[src/rtl/y_demux_pkg.sv]
// Shared constants for the buffered 1-to-4 word demultiplexer.
// Channel count, select width, channel indices and default counter width.
package y_demux_pkg;

    localparam int NUM_CH    = 4;
    localparam int SEL_W     = 2;
    localparam int CNT_W_DEF = 16;

    localparam logic [SEL_W-1:0] CH0 = 2'd0;
    localparam logic [SEL_W-1:0] CH1 = 2'd1;
    localparam logic [SEL_W-1:0] CH2 = 2'd2;
    localparam logic [SEL_W-1:0] CH3 = 2'd3;

endpackage

[src/rtl/y_demux_slot.sv]
// One demux output channel: single-word register with EMPTY/FULL flag.
// Y_DEMUX_STATS_EN adds a wrapping delivered-word counter.
module y_demux_slot
    import y_demux_pkg::*;
#(
    parameter int SIZE  = 32,
    parameter int CNT_W = CNT_W_DEF
) (
    input  logic             clk,
    input  logic             rst,
    input  logic             load,
    input  logic [SIZE-1:0]  d,
    input  logic             ready,
    output logic [SIZE-1:0]  q,
    output logic             valid,
    output logic [CNT_W-1:0] count
);

    localparam logic [0:0] EMPTY = 1'b0;
    localparam logic [0:0] FULL  = 1'b1;

    logic [0:0]      r_state;
    logic [SIZE-1:0] r_q;
    logic            w_deliver;

    assign w_deliver = (r_state == FULL) & ready;

    // A load in the same cycle as a deliver wins, so the slot stays FULL.
    always_ff @(posedge clk or posedge rst) begin
        if (rst) begin
            r_state <= EMPTY;
            r_q     <= '0;
        end else if (load) begin
            r_state <= FULL;
            r_q     <= d;
        end else if (w_deliver) begin
            r_state <= EMPTY;
        end
    end

    assign q     = r_q;
    assign valid = (r_state == FULL);

`ifdef Y_DEMUX_STATS_EN
    logic [CNT_W-1:0] r_cnt;

    always_ff @(posedge clk or posedge rst) begin
        if (rst) begin
            r_cnt <= '0;
        end else if (w_deliver) begin
            r_cnt <= r_cnt + 1'b1;
        end
    end

    assign count = r_cnt;
`else
    assign count = '0;
`endif

endmodule

[src/rtl/y_demux4_buf.sv]
// Buffered 1-to-4 word demux with per-channel valid/ready handshakes.
// Optional Y_DEMUX_STATS_EN enables per-channel delivered-word counters.
module y_demux4_buf
    import y_demux_pkg::*;
#(
    parameter int SIZE  = 32,
    parameter int CNT_W = CNT_W_DEF
) (
    input  logic              clk,
    input  logic              rst,
    input  logic [SIZE-1:0]   in_data,
    input  logic [SEL_W-1:0]  in_sel,
    input  logic              in_valid,
    output logic              in_ready,
    output logic [SIZE-1:0]   z0,
    output logic [SIZE-1:0]   z1,
    output logic [SIZE-1:0]   z2,
    output logic [SIZE-1:0]   z3,
    output logic [NUM_CH-1:0] out_valid,
    input  logic [NUM_CH-1:0] out_ready,
    input  logic [SEL_W-1:0]  stat_sel,
    output logic [CNT_W-1:0]  stat_count
);

    logic [NUM_CH-1:0] w_sel_oh;
    logic [NUM_CH-1:0] w_load;
    logic [SIZE-1:0]   w_q   [NUM_CH];
    logic [CNT_W-1:0]  w_cnt [NUM_CH];
    logic              w_accept;

    always_comb begin
        w_sel_oh = '0;
        case (in_sel)
            CH0:     w_sel_oh = 4'b0001;
            CH1:     w_sel_oh = 4'b0010;
            CH2:     w_sel_oh = 4'b0100;
            CH3:     w_sel_oh = 4'b1000;
            default: w_sel_oh = '0;
        endcase
    end

    assign in_ready = !out_valid[in_sel] | out_ready[in_sel];
    assign w_accept = in_valid & in_ready;
    // Gate with in_valid first so an undriven select while idle stays inert.
    assign w_load   = {NUM_CH{w_accept}} & w_sel_oh;

    for (genvar g = 0; g < NUM_CH; g++) begin : g_slot
        y_demux_slot #(
            .SIZE  (SIZE),
            .CNT_W (CNT_W)
        ) u_slot (
            .clk   (clk),
            .rst   (rst),
            .load  (w_load[g]),
            .d     (in_data),
            .ready (out_ready[g]),
            .q     (w_q[g]),
            .valid (out_valid[g]),
            .count (w_cnt[g])
        );
    end

    assign z0 = w_q[0];
    assign z1 = w_q[1];
    assign z2 = w_q[2];
    assign z3 = w_q[3];

    assign stat_count = w_cnt[stat_sel];

endmodule

[config.mk]
export PLATFORM = sky130hd
export DESIGN_NAME = y_demux4_buf
export DESIGN_NICKNAME = d
export VERILOG_FILES = /design/src/rtl/y_demux_pkg.sv /design/src/rtl/y_demux_slot.sv /design/src/rtl/y_demux4_buf.sv
export SDC_FILE = /design/constraint.sdc
export NUM_CORES = 1
export LEC_CHECK = 0
export ABC_AREA = 1
export BUFFER_PORTS_ARGS = -buffer_cell sky130_fd_sc_hd__buf_2
export CAP_MARGIN = 20
export CORE_ASPECT_RATIO = 0.75
export CORE_MARGIN = 10
export CORE_UTILIZATION = 46
export DETAILED_ROUTE_END_ITERATION = 6
export GPL_TIMING_DRIVEN = 0
export PLACE_DENSITY = 0.8
export RECOVER_POWER = 100
export SLEW_MARGIN = 40
export SYNTH_ARGS = -nofsm -noshare
export SYNTH_HDL_FRONTEND = slang
export SYNTH_SLANG_ARGS = --single-unit
[constraint.sdc]
create_clock -name clk -period 4.1 [get_ports clk]
set_input_delay 0.41 -clock clk [delete_from_list [all_inputs] [get_ports clk]]
set_output_delay 0.41 -clock clk [all_outputs]
set_load 0.1 [all_outputs]
==> summary.md <==
| Metric | Value |
|---|---|
| Status | finished with violations |
| Failing checks | capacitance limit, slew limit |
| Synth async-reset ratio | 1.00 |
| R2R Path Start | g_slot[2].u_slot.valid |
| Largest net degree at the start of global routing | 76 |
| Worst path most repeated cell | nand2_1 |
| Min-delay worst type | in -> reg |
| Hpwl dp | 14,100 µm |
| Placed instance count | 981 |
| #FFs+latches synth | 132 |
| Number of flops mapped to enable cells by yosys | 0 |
| Root Buffer | clkbuf_16 |
| Grt ovf | 0 |
| Finished Layout Cells | 1,013 |
| IO buf count | 170 |
| Post-Route Setup TNS | 0 ns |
| Post-CTS setup buffer count | 0 |
| Hold EP | g_slot[0].u_slot.valid |
| Total Power | 0.00598 W |
| Area grow syn2layout | 25.1% |
| Final Hold Viols | 0 |
| Dpl ws | 1.96 ns |
| R2R setup slack | 1.87 ns |
| Clock sink total | 132 |
| Most common cell after layout, fill and taps aside | nand2_1 |
| R2r endpoint | g_slot[1].u_slot.q[25] |
| Slowest cell on crit path | clkbuf_1 |
| CTS-repair resized insts | 0 |
| Vias per cell | 5.33 |
| GPL Wtd Cong | 0.874 |
| Initial Utilization | 0.471 |
| Final ANT Viol Nets | 0 |
| Mapped Area | 0.00577 mm² |
| GRT Overall Usage | 0.224 |
| Hold depth | 2 |
| Antenna diodes | 0 |
| Wirelength per Cell | 19.4 µm |
| Synth Instances | 629 |
| DRC | 0 |
| Via Count | 5,397 |
| Initial antenna violation count | 0 |
| Crit Path Max Fanout | 10 |
| Die Ht | 117 µm |
| CP delay by family, top | buffers and inverters |
| Final Max Tran Viols | 58 |
| Slew @ Worst Pin | 2.57 ns |
| Worst-case clock buffer depth | 2 |
| Starting DRT DRC Count | 461 |
| Top-level I/O count | 192 |
| Final worst-path setup slack | 1.26 ns |
| Area occupied by multi-input gates | 0.00198 mm² |
| Critical Path Stages | 7 |
| Layout fillers | 1,176 |
| Startpoint types | register |
| Die outline width | 149 µm |
| H-tree depth | 4 |
| Final #Nets | 877 |
| Final min period | 2.84 ns |
| P per Cell Area | 827 mW/mm² |
| Min Hold Slack | 0.177 ns |
| Die footprint | 0.0175 mm² |
| Layout cells sized above 1 | 0.133 |
| Hold path startpoint | out_ready[0] |
| Row count | 35 |
| Setup Skew | 0.00548 ns |
| Register area share after synthesis | 0.572 |
| Peak supply drop | 0.519 mV |
| Leak Pwr | 3.67 nW |
| WP buf/inv | 2 |
| RSZ-0062 raised after global routing | false |
| CP max stage delay | 0.88 ns |
| Core area | 0.0123 mm² |
| Vias in the first global route | 5,405 |
| Worst Setup Path Type | reg -> out |
| Final Cycle Share | 0.693 |
| Num CTS Buffers | 17 |
| TritonRoute pass-1 iters | 7 |
| Global-route wire length before repair | 30,300 µm |
| Predominant post-synthesis flop cell | dfrtp_1 |
| Post-Syn Area per Cell | 9.18 µm² |
| Worst path cell trace | nand2_1 -> nand2_1 -> nand2_1 -> nand2_2 -> nand2_1 -> buf_2 -> clkbuf_1 |
| Cts hold-fix bufs | 0 |
| Max Fclk | 352 MHz |
| Latest clock arrival within the worst-skew pair | 0.41 ns |
| Crit path DAT | 2.43 ns |
| Max Cap Violations | 1 |
| TritonCTS clock tree | built |
| Setup violators final | 0 |
| Slew margin rel. | -0.723 |
| Crit path capture type | primary output |
| Final WL | 19,600 µm |
| Req. time, crit path | 3.69 ns |
| Most frequent cells in the layout | nand2_1, clkbuf_1, dfrtp_1 |
| Post-synthesis cell type count | 21 |
| CTS clk-pin slew, worst paths | 0.06 ns |
| Yosys warnings | 0 |
| Reg2Reg Depth | 9 |
| Register area | 0.00330 mm² |
==> synth_stat cells, types with 3 or more instances <==
cell | number | area share
nand4_1 | 128 | 0.14
nand2_1 | 268 | 0.17
nand3_1 | 3 | 0.0026
buf_1 | 7 | 0.0046
inv_1 | 5 | 0.0033
buf_6 | 13 | 0.025
buf_4 | 21 | 0.027
nand3_2 | 4 | 0.0069
inv_2 | 3 | 0.0020
buf_2 | 14 | 0.012
dfrtp_1 | 132 | 0.57
clkbuf_1 | 19 | 0.012
o21ai_1 | 4 | 0.0035
==> how the worst max path moves through the flow <==
stage,startpoint,to,slack (ns)
after detailed placement,in_sel[1],in_ready,1.96
after floorplan,rst,g_slot[0].u_slot.q[0],0.16
after global routing,g_slot[2].u_slot.valid,in_ready,1.14
after global placement,rst,g_slot[3].u_slot.q[13],-1.27
final,g_slot[2].u_slot.valid,in_ready,1.26
after CTS,g_slot[2].u_slot.valid,in_ready,1.79
==> where the power goes <==
group	switching [W]	total (W)	internal (W)
logic	0.00245	0.00270	0.000254
registers	0.000156	0.00172	0.00156
clock network	0.000605	0.00156	0.000955
total	0.00321	0.00598	0.00277
==> cell type report <==
type | instances | share of cell area
flip-flops and latches | 132 | 0.457
multi-input cells | 429 | 0.274
repair buffers | 171 | 0.0985
clock buffers | 20 | 0.0646
plain buffers | 75 | 0.0530
well taps | 166 | 0.0287
clock inverters | 12 | 0.0197
inverters | 8 | 0.00433
==> routing by layer <==
| metal | wire length (µm) | up-vias | part of all wire | track usage |
|---|---|---|---|---|
| li1 | - | 2509 | - | - |
| met1 | 8700 | 2626 | 0.44 | 0.309 |
| met2 | 8780 | 247 | 0.45 | 0.339 |
| met3 | 1940 | 15 | 0.099 | 0.0676 |
| met4 | 227 | 0 | 0.012 | 0.0561 |
| met5 | 0 | - | 0 | 0 |
==> per-stage QoR <==
step	utilization	cell area, µm²
6_report	0.589	7220
5_1_grt	0.589	7220
4_1_cts	0.614	7530
3_5_place_dp	0.565	6920
3_3_place_gp	0.562	6890
2_1_floorplan	-	5830
==> kinds of logic after synthesis <==
kind of cell    synth area share
buf+inv                   0.0895
flops                      0.572
simple gates               0.334
compound gates           0.00347
other cells             0.000650
==> state kept, by name, indices dropped and copies added, names as in the netlist <==
signal               cells
g_slot.u_slot.q        128
g_slot.u_slot.valid      4
Note: power is estimated with default switching activity, not from simulation.
